===== src/rtl/nibble_serial_adder.sv =====
// nibble_serial_adder: WIDTH-bit adder built on one 4-bit ripple slice, one nibble per clock, LSB first.
// Optional subtract mode is enabled by defining NSA_SUB_EN, which adds the sub port.
module nibble_serial_adder #(
    parameter int WIDTH = 16
) (
    input  logic             clk,
    input  logic             rst,
    input  logic             in_valid,
    output logic             in_ready,
    input  logic [WIDTH-1:0] a,
    input  logic [WIDTH-1:0] b,
    input  logic             cin,
`ifdef NSA_SUB_EN
    input  logic             sub,
`endif
    output logic             out_valid,
    input  logic             out_ready,
    output logic [WIDTH-1:0] sum,
    output logic             cout,
    output logic             ovf
);
    // state | meaning
    // IDLE  | waiting for operands, in_ready high
    // RUN   | adding nibble idx with the registered carry
    // DONE  | result held until the consumer takes it
    typedef enum logic [1:0] {IDLE, RUN, DONE} state_t;

    localparam int NIB = WIDTH / 4;
    localparam int IW  = $clog2(NIB);
    localparam logic [IW-1:0] LAST = IW'(NIB - 1);

    generate
        if ((WIDTH % 4) != 0 || WIDTH < 8) begin : g_bad_width
            $error("nibble_serial_adder: WIDTH must be a multiple of 4 and at least 8");
        end
    endgenerate

    state_t          state;
    logic [WIDTH-1:0] a_r;
    logic [WIDTH-1:0] b_r;
    logic            carry;
    logic [IW-1:0]   idx;

    logic [3:0]      nib_a;
    logic [3:0]      nib_b;
    logic [4:0]      slice;
    logic            msb_cin;

    // Constant-index mux keeps the nibble select free of variable part-selects.
    always_comb begin
        nib_a = 4'h0;
        nib_b = 4'h0;
        for (int k = 0; k < NIB; k++) begin
            if (idx == IW'(k)) begin
                nib_a = a_r[4*k +: 4];
                nib_b = b_r[4*k +: 4];
            end
        end
        slice   = {1'b0, nib_a} + {1'b0, nib_b} + {4'b0000, carry};
        msb_cin = nib_a[3] ^ nib_b[3] ^ slice[3];
    end

    assign in_ready = (state == IDLE) && !rst;

    always_ff @(posedge clk) begin
        if (rst) begin
            state     <= IDLE;
            a_r       <= '0;
            b_r       <= '0;
            carry     <= 1'b0;
            idx       <= '0;
            sum       <= '0;
            cout      <= 1'b0;
            ovf       <= 1'b0;
            out_valid <= 1'b0;
        end else begin
            case (state)
                IDLE: begin
                    if (in_valid) begin
                        a_r   <= a;
                        idx   <= '0;
                        state <= RUN;
`ifdef NSA_SUB_EN
                        if (sub) begin
                            b_r   <= ~b;
                            carry <= 1'b1;
                        end else begin
                            b_r   <= b;
                            carry <= cin;
                        end
`else
                        b_r   <= b;
                        carry <= cin;
`endif
                    end
                end
                RUN: begin
                    for (int k = 0; k < NIB; k++) begin
                        if (idx == IW'(k)) sum[4*k +: 4] <= slice[3:0];
                    end
                    carry <= slice[4];
                    if (idx == LAST) begin
                        cout      <= slice[4];
                        ovf       <= slice[4] ^ msb_cin;
                        out_valid <= 1'b1;
                        state     <= DONE;
                    end else begin
                        idx <= idx + 1'b1;
                    end
                end
                DONE: begin
                    if (out_ready) begin
                        out_valid <= 1'b0;
                        state     <= IDLE;
                    end
                end
                default: state <= IDLE;
            endcase
        end
    end
endmodule


===== config.mk =====
export PLATFORM = sky130hd
export DESIGN_NAME = nibble_serial_adder
export DESIGN_NICKNAME = d
export VERILOG_FILES = /design/src/rtl/nibble_serial_adder.sv
export SDC_FILE = /design/constraint.sdc
export NUM_CORES = 1
export LEC_CHECK = 0
export BUFFER_PORTS_ARGS = -buffer_cell sky130_fd_sc_hd__buf_2
export CELL_PAD_IN_SITES_DETAIL_PLACEMENT = 0
export CELL_PAD_IN_SITES_GLOBAL_PLACEMENT = 1
export CORE_ASPECT_RATIO = 0.5
export CORE_MARGIN = 2
export CORE_UTILIZATION = 42
export DETAILED_ROUTE_END_ITERATION = 10
export PLACE_DENSITY = 0.93
export SYNTH_ARGS = -nofsm -noshare
export SYNTH_HDL_FRONTEND = slang
export SYNTH_SLANG_ARGS = --single-unit

===== constraint.sdc =====
create_clock -name clk -period 6.6 [get_ports clk]
set_input_delay 0.66 -clock clk [delete_from_list [all_inputs] [get_ports clk]]
set_output_delay 0.66 -clock clk [all_outputs]
set_load 0.005 [all_outputs]

; ---- Word level (Yosys, flattened, before mapping)
; Index checks and enable logic that the tools add are counted.
[classes]
add_sub_neg = 3
mul = 0
n_div = 0
n_lt_le_gt_ge = 0
n_eq_ne = 9
shift = 0
n_mux = 20
bitwise_logic = 3
n_reduce_logical = 15
[op_table]
columns = op, count
row1 = two-way mux 4 bit, 8
row2 = AND reduction 2 bit, 6
row3 = two-way mux 2 bit, 5
row4 = AND reduction 3 bit, 3
row5 = != test 2 bit (second input constant), 4
row6 = equality test 2 bit (second input constant), 3
row7 = one-hot mux 2 bit (3 select lines), 1
row8 = adder 4 x 4 -> 5 bit, 1
row9 = adder 5 x 1 -> 5 bit, 1
row10 = equality test 2 x 1 -> 1 bit (second input constant), 2
row11 = logical NOT 2 bit, 2
row12 = one-hot mux 1 bit (2 select lines), 2
row13 = one-hot mux 2 bit (2 select lines), 1
row14 = nonzero test 2 bit, 2
row15 = two-way mux 1 bit, 3
row16 = bitwise XOR 1 bit, 3
row17 = adder 2 x 1 -> 2 bit (second input constant), 1
row18 = logical AND 1 bit, 1
row19 = logical NOT 1 bit, 1
[word_totals]
ff_bits = 56
latchBits = 0
ramBits = 0
rom_bits = 0
inputBits = 37
memories = 0

; ---- Logic depth before layout (Yosys ltp)
; Gate-level depths: netlist of the first run.
[logic_depth]
word_depth = 9
ltp_mapped = 14
mapped_depth_nobuf = 13

; ---- Least setup slack after synthesis of the first run
; Ideal clock, no wire load.
[synth_timing]
path_kind = register -> register
from = reg idx[1]
to = reg ovf
setup_time_ns = 0.134
t_arrival_ns = 2.573
required_ns = 6.466
slack_ns = 3.892
stages_incl_launch_ff = 15
path_cell_list = dfxtp_1 inv_1 ha_1 clkbuf_1 nand3b_1 a21oi_1 a21oi_1 o21ai_0 fa_1 inv_1 fa_1 nand2b_1 a21oi_1 xor2_1 a211oi_2
[synth_via]
elab_chain_cells = 9
elab_cells_between_ends = 18
classes_between = add/sub (2) / eq/ne (3) / mux (8) / bitwise (3) / reduce/logical (2)
[synth_rtl]
columns = element, line
row1 = "start, declared", 42  ; logic [IW-1:0] idx;
row2 = "start signal, assigned", 108  ; idx <= idx + 1'b1;
row3 = logical NOT 2 bit, 54  ; if (idx == IW'(k)) begin
row4 = two-way mux 4 bit (4 in series), 54
row5 = adder 4 x 4 -> 5 bit, 59  ; slice = {1'b0, nib_a} + {1'b0, nib_b} + {4'b0000, carry};
row6 = adder 5 x 1 -> 5 bit, 59
row7 = bitwise XOR 1 bit, 60  ; msb_cin = nib_a[3] ^ nib_b[3] ^ slice[3];
row8 = bitwise XOR 1 bit, 104  ; ovf <= slice[4] ^ msb_cin;
row9 = "end signal, assigned", 104
row10 = "end, declared", 20  ; output logic ovf
; Several ways; a longest one is shown, not always the timed one.
; A chain may end at the register's enable or synchronous reset.

; ---- Worst setup path after layout of the first run
; Same ends and word-level chain as after synthesis.

==> results of run 1 <==
-- flip-flops by register name (all words and copies together) (netlist names) --
register and count:
out_valid 1, b_r 16, a_r 16, carry 1, sum 16, cout 1
state 2, ovf 1, idx 2
-- area by class of cell --
type / instances / area share [%]
Multi-Input combinational cell: 237 / 43.21
Sequential cell: 56 / 37.81
Timing Repair Buffer: 57 / 9.705
Clock buffer: 8 / 4.937
Tap cell: 88 / 3.713
Inverter: 5 / 0.6329
-- power by group through the flow --
stage / logic, uW / clock network (uW) / registers, uW
3_3_place_gp: 90.5 / 0 / 371
5_1_grt: 105 / 283 / 365
3_5_place_dp: 93.7 / 0 / 371
6_report: 94.2 / 264 / 364
4_1_cts: 94.6 / 267 / 364
2_1_floorplan: 74.4 / 0 / 368
-- layer usage --
layer	part of all wire [%]	wire (microns)	up-vias
li1	-	-	1155
met1	46	2715	1048
met2	48	2806	53
met3	5.5	322	4
met4	0.70	41	0
met5	0	0	-
-- logic make-up after synthesis --
family                   share of synthesized area, %
AO/OA/AOI/OAI                                   19.18
XOR/XNOR                                        1.004
adder cells (fa/ha/maj)                         4.878
buffers and inverters                           8.178
flip-flops                                      42.85
multiplexers                                   0.3826
AND/OR/NAND/NOR                                 23.53
-- through the flow --
| stage | hold slack, ns | cells |
|---|---|---|
| floorplan | 0.4364 | 324 |
| global placement | 0.4399 | 443 |
| detailed placement | 0.4467 | 443 |
| CTS | 0.4560 | 451 |
| global route | 0.4741 | 451 |
| finish | 0.4536 | 451 |
-- synth_stat cells --
| cell type | instances | area share, % |
|---|---|---|
| nor3b_1 | 1 | 0.29 |
| nand2_1 | 99 | 14 |
| buf_2 | 3 | 0.57 |
| ha_1 | 7 | 3.3 |
| dfxtp_1 | 56 | 43 |
| nor3_1 | 5 | 0.96 |
| nand3_1 | 6 | 1.1 |
| and2_4 | 1 | 0.33 |
| buf_8 | 3 | 1.7 |
| a21o_1 | 4 | 1.1 |
| nor2_1 | 7 | 1.0 |
| nor3b_4 | 1 | 0.72 |
| o21ai_0 | 7 | 1.3 |
| xor2_1 | 2 | 0.67 |
| xnor2_1 | 1 | 0.33 |
| a211oi_2 | 2 | 0.96 |
| buf_6 | 8 | 3.4 |
| fa_1 | 2 | 1.5 |
| a21oi_1 | 64 | 12 |
| mux2i_1 | 1 | 0.38 |
| inv_1 | 5 | 0.72 |
| nor2b_4 | 1 | 0.53 |
| nand2b_1 | 1 | 0.24 |
| clkbuf_1 | 10 | 1.4 |
| nand3b_1 | 10 | 2.9 |
| a311oi_1 | 3 | 1.0 |
| o211a_1 | 2 | 0.77 |
| nor2_2 | 2 | 0.48 |
| o31ai_1 | 4 | 1.1 |
| o211ai_1 | 2 | 0.57 |
| buf_1 | 2 | 0.29 |
| or3b_2 | 1 | 0.33 |
| or3b_4 | 1 | 0.43 |
-- critical path: stages (launching register included) --
cell and delay (ns):
dfxtp_1 0.39, inv_1 0.10, ha_1 0.43, nand3b_1 0.28, a21oi_1 0.17, a21oi_1 0.05, o21ai_0 0.26, fa_1 0.25
inv_1 0.06, fa_1 0.39, nand2b_1 0.16, a21oi_1 0.27, xor2_1 0.22, a211oi_2 0.09
-- path summary, 6_finish.rpt --
check / cells after the start / startpoint / slack [ns] / to
setup / recovery: 13 / idx[1]$_SDFFE_PP0P_ / 3.31 / ovf$_SDFFE_PP0P_
hold / removal: 2 / sum[8]$_SDFFE_PP0P_ / 0.45 / sum[8]$_SDFFE_PP0P_
setup reg to reg: 13 / idx[1]$_SDFFE_PP0P_ / 3.31 / ovf$_SDFFE_PP0P_
hold reg to reg: 2 / sum[8]$_SDFFE_PP0P_ / 0.45 / sum[8]$_SDFFE_PP0P_
==> out/summary.txt, run 1 <==
Gr busiest metal - met2
Cts bufs inserted - 5
Commonest non-fill, non-tap cell in the layout - nand2_1
Pin count of the biggest net entering global routing - 62
Peak supply drop - 116.8 uV
Crit Path Max Fanout - 21
Average cell area after synthesis - 8.075 sq um
H-tree Lvls - 2
Netlist Area Pre-Place - 0.002616 sq mm
Setup Buffers After CTS - 0
Layout Utilization - 49.17%
Total grt overflow - 0
Die area - 0.006915 sq mm
Row count - 20
Routed WL per cell - 13.05 microns
Post-synthesis sequential area ratio - 42.85%
RSZ-0062 raised after global routing - false
Commonest cells after routing, fill and taps aside - nand2_1, a21oi_1, dfxtp_1, buf_2, nand3b_1
Worst Setup End Kind - flop
Final-stage net count - 408
Met3 Track Usage GR - 4.158%
Net count after synthesis - 370
GP Congestion - 0.8733
P_leak - 0.001199 uW
Die height - 59.81 microns
GRT met1 Usage - 22.39%
Yosys reg bits - 56
Switching Share - 24.84%
CP Data Arrival Time - 3.42 ns
Syn Inst Count - 324
Grt met2 use - 31.66%
Place WS - 3.392 ns
DP HPWL - 4.148 mm
Final Worst Setup Slack - 3.310 ns
Net switching power - 179.4 uW
Later-pin clock latency in the skew report - 0.29 ns
Register area - 0.001121 sq mm
Clock Sinks - 56
Synthesis Warnings - 0
Initial cell density of the core - 43.38%
Die width - 115.6 microns
IO Port Bufs - 56
Total inserted antenna cells - 0
Final min period - 3.290 ns
Total of max-cap violations - 0
Seq pwr share - 50.4%
Clk_skew - 0.006131 ns
Core area - 0.006031 sq mm
Initial drt markers - 131
# setup viols final - 0
Vias - 2,260
DRC - 0
Hold Crit Class - flop to flop
I/O pin total - 57
Slew margin rel. - 30.39%
Area grow syn2layout - 13.34%
First drt pass iteration count - 4
Setup TNS - 0 ns
Max clock buf depth - 2
CP Class - flop to flop
Clock Power Share - 36.6%
Overall routed net length - 5.886 mm
P_int - 542.8 uW
Status - finished clean
Share of layout cells above drive strength 1 - 19.83%
Worst Setup Start Kind - flop
Vias in the first global route - 2,119
Initial antenna violation count - 0
Final period util - 49.85%
Final Total Pwr - 722.2 uW
Area post-placement - 0.002819 sq mm
F_max - 0.3040 GHz
Avg Vias per Cell - 5.011
Fin area - 0.002965 sq mm
First-pass GRT wire length - 9.653 mm
Final Hold Viols - 0
Multi-input logic area - 0.001281 sq mm
Final Max Slew Viols - 0
CTS clk-pin slew, worst paths - 0.07 ns
Root Buffer - clkbuf_16
Comb power frac - 13.0%
PD cells - 243.6 mW/mm^2
Slew @ Worst Pin - 1.044 ns
Yosys cell types - 33
Post-route ant nets - 0
Fillers - 596
WP data required - 6.73 ns
Hold_buf cts - 0
Resized cells post-CTS - 0
GR Util All Layers - 17.68%
CTS tree - done
No activity file was read; power rests on OpenSTA's default activity.
==> run 2: changes to the inputs <==
--- a/config.mk
+++ b/config.mk
@@ -10,9 +10,9 @@
 export CELL_PAD_IN_SITES_GLOBAL_PLACEMENT = 1
 export CORE_ASPECT_RATIO = 0.5
 export CORE_MARGIN = 2
-export CORE_UTILIZATION = 42
+export CORE_UTILIZATION = 39
 export DETAILED_ROUTE_END_ITERATION = 10
-export PLACE_DENSITY = 0.93
+export PLACE_DENSITY = 0.88
 export SYNTH_ARGS = -nofsm -noshare
 export SYNTH_HDL_FRONTEND = slang
 export SYNTH_SLANG_ARGS = --single-unit
==> constraint.sdc (replaced) <==
create_clock -name clk -period 3.1 [get_ports clk]
set_input_delay 0.31 -clock clk [delete_from_list [all_inputs] [get_ports clk]]
set_output_delay 0.31 -clock clk [all_outputs]
set_load 0.005 [all_outputs]
==> run 2 against run 1 <==
  * Worst setup slack got worse by 3.0 ns
  * Clock power rose by 100%
  * Clock skew fell by 0.0012 ns
  * Final area increased by 1.5%
  * Global-route usage down 1.1 points
  * Clock-buffer cell count is 2 lower
  * Sequential power grew 110%
==> out/summary.txt, run 2 (synthesis results as in run 1) <==
Routed WL per cell - 12.75 microns (-2.3%)
CP endpoint - sum[7]$_SDFFE_PP0P_
WP data required - 3.26 ns (-3.47 ns)
Avg Vias per Cell - 4.863 (-3.0%)
Crit path buffers/inverters - 2 (unchanged)
Die area - 0.007419 sq mm (+7.3%)
Slew margin rel. - 49.47% (+19 points)
# setup viols final - 0 (unchanged)
Final Worst Setup Slack - 0.2916 ns (-3.019 ns)
Total grt overflow - 0 (unchanged)
Worst Setup Start Kind - flop
Slew @ Worst Pin - 0.7572 ns (-0.2869 ns)
Cts bufs inserted - 5 (unchanged)
Vias in the first global route - 1,978 (-6.7%)
Commonest cells after routing, fill and taps aside - nand2_1, a21oi_1, dfxtp_1, buf_2, nand3b_1
Later-pin clock latency in the skew report - 0.29 ns (about the same)
Final period util - 90.59% (+41 points)
Commonest non-fill, non-tap cell in the layout - nand2_1
Hold Crit Class - primary input to flop
Peak supply drop - 193.3 uV (+65%)
Clk_skew - 0.004898 ns (-0.001233 ns)
Place WS - 0.2622 ns (-3.130 ns)
Core area - 0.006595 sq mm (+9.4%)
Initial drt markers - 148 (+13%)
Crit Path Max Fanout - 10 (-52%)
GR Util All Layers - 16.57% (-1.1 points)
Row count - 21 (+5.0%)
Worst Reg-to-Reg Cells - 11 (-2)
Switching Share - 25.37% (+0.53 points)
Slowest-stage cell, CP - xor2_1
R2r startpoint - idx[1]$_SDFFE_PP0P_
Worst Setup End Kind - flop
Status - finished clean
Vias - 2,237 (-1.0%)
Die width - 119.8 microns (+3.6%)
Final min period - 2.808 ns (-0.4815 ns)
GP Congestion - 0.7947 (-9.0%)
P_leak - 0.001224 uW (+2.1%)
Slowest stage delay, CP - 0.39 ns (-0.04 ns)
Critical Path Source - idx[1]$_SDFFE_PP0P_
Clock Power Share - 35.5% (-1.1 points)
Max clock buf depth - 2 (unchanged)
Root Buffer - clkbuf_16
DP HPWL - 4.415 mm (+6.5%)
CTS clk-pin slew, worst paths - 0.07 ns (about the same)
Initial cell density of the core - 39.67% (-3.7 points)
Area grow syn2layout - 15.02%
Pin count of the biggest net entering global routing - 36 (-42%)
Share of layout cells above drive strength 1 - 21.74% (+1.9 points)
Seq pwr share - 51.1% (+0.7 points)
H-tree Lvls - 2 (unchanged)
Number of stages on the worst setup path - 11 (-2)
Crit-path most repeated cell - a21oi_1
Initial antenna violation count - 0 (unchanged)
Final Max Slew Viols - 0 (unchanged)
Setup TNS - 0 ns (unchanged)
CP Data Arrival Time - 2.97 ns (-0.45 ns)
RSZ-0062 raised after global routing - false
F_max - 0.3561 GHz (+17%)
Top flop regs - a_r x16, b_r x16, sum x16
Total inserted antenna cells - 0 (unchanged)
I/O pin total - 57 (unchanged)
DRC - 0 (unchanged)
Final Hold Viols - 0 (unchanged)
Reg2reg end - sum[7]$_SDFFE_PP0P_
IO Port Bufs - 56 (unchanged)
PD cells - 504.3 mW/mm^2 (+110%)
Reg2reg setup slack - 0.29 ns (-3.02 ns)
Layout Utilization - 45.63% (-3.5 points)
CP top delay family - compound AO/OA/AOI/OAI gates
Overall routed net length - 5.867 mm (-0.32%)
CTS tree - done
Clock Sinks - 56 (unchanged)
P_int - 1133 uW (+110%)
Total of max-cap violations - 0 (unchanged)
Final-stage net count - 414 (+1.5%)
Comb power frac - 13.5% (+0.5 points)
Die height - 61.92 microns (+3.5%)
First drt pass iteration count - 4 (unchanged)
CP Class - flop to flop
First-pass GRT wire length - 9.515 mm (-1.4%)
Post-route ant nets - 0 (unchanged)
Crit-path cells - inv_1 > ha_1 > buf_4 > nand3b_1 > a21oi_1 > a21oi_1 > o21ai_0 > ha_1 > a21oi_1 > xor2_1 > o31ai_1
Net switching power - 384.9 uW (+110%)
[run 2: cell types whose count changed in the layout (fill, tap and decap cells not counted), sizes merged]
| cell | before | now |
|---|---|---|
| clkinv | 0 | 1 |
| clkbuf | 8 | 6 |
| buf | 57 | 63 |
[run 2: worst min path at each step]
stage / start / endpoint / slack, ns / depth (start not counted)
3_5_place_dp: sum[8]$_SDFFE_PP0P_ / sum[8]$_SDFFE_PP0P_ / 0.45 / 2
5_1_grt: b[9] / b_r[9]$_SDFFE_PP0P_ / 0.26 / 3
2_1_floorplan: a_r[0]$_SDFFE_PP0P_ / a_r[0]$_SDFFE_PP0P_ / 0.44 / 2
3_3_place_gp: sum[8]$_SDFFE_PP0P_ / sum[8]$_SDFFE_PP0P_ / 0.44 / 2
4_1_cts: b[14] / b_r[14]$_SDFFE_PP0P_ / 0.25 / 3
6_report: a[14] / a_r[14]$_SDFFE_PP0P_ / 0.25 / 3
[run 2: timing repair]
item	4_1_cts	5_1_grt
resized for setup	0	2
hold endpoints to repair	0	0
setup endpoints to repair	0	1
hold buffers	0	0
buffers inserted	0	0
[run 2: cell type report]
cell class              count  area [sq um]
repair buffers             63         332.8
fillers                   683          3586
multi-input cells         237          1287
inverters                   5         18.77
clock buffers               6         128.9
flip-flops and latches     56          1121
well taps                  92         115.1
clock inverters             1         5.005
[run 2: power by group through the flow]
stage	clock network, uW	registers [uW]	logic [uW]
after detailed placement	0	792	204
final	538	775	204
after global routing	578	779	232
after floorplan	0	783	158
after global placement	0	790	200
after CTS	549	775	205
[run 2: worst register-to-register path, stage by stage, from the launching register on]
cell and delay (ns):
dfxtp_1 0.37, inv_1 0.09, ha_1 0.26, buf_4 0.20
nand3b_1 0.16, a21oi_1 0.15, a21oi_1 0.05, o21ai_0 0.29
ha_1 0.34, a21oi_1 0.25, xor2_1 0.39, o31ai_1 0.13
[run 2: metal layers]
layer	global-route usage, %	up-vias	wire length [microns]
li1	-	1168	-
met5	0	-	0
met2	27.27	46	2583
met4	5.546	0	20
met1	22.35	1020	2893
met3	3.558	3	369
[run 2: metrics by stage]
| stage | std cells | hold slack, ns | power [uW] | instance area [sq um] |
|---|---|---|---|---|
| after detailed placement | 453 | 0.4470 | 995.2 | 2869 |
| after CTS | 460 | 0.2500 | 1529 | 3003 |
| final | 460 | 0.2495 | 1517 | 3009 |
| after global routing | 460 | 0.2552 | 1589 | 3009 |
| after floorplan | 324 | 0.4364 | 941.4 | 2616 |
| after global placement | 453 | 0.4400 | 990.1 | 2869 |
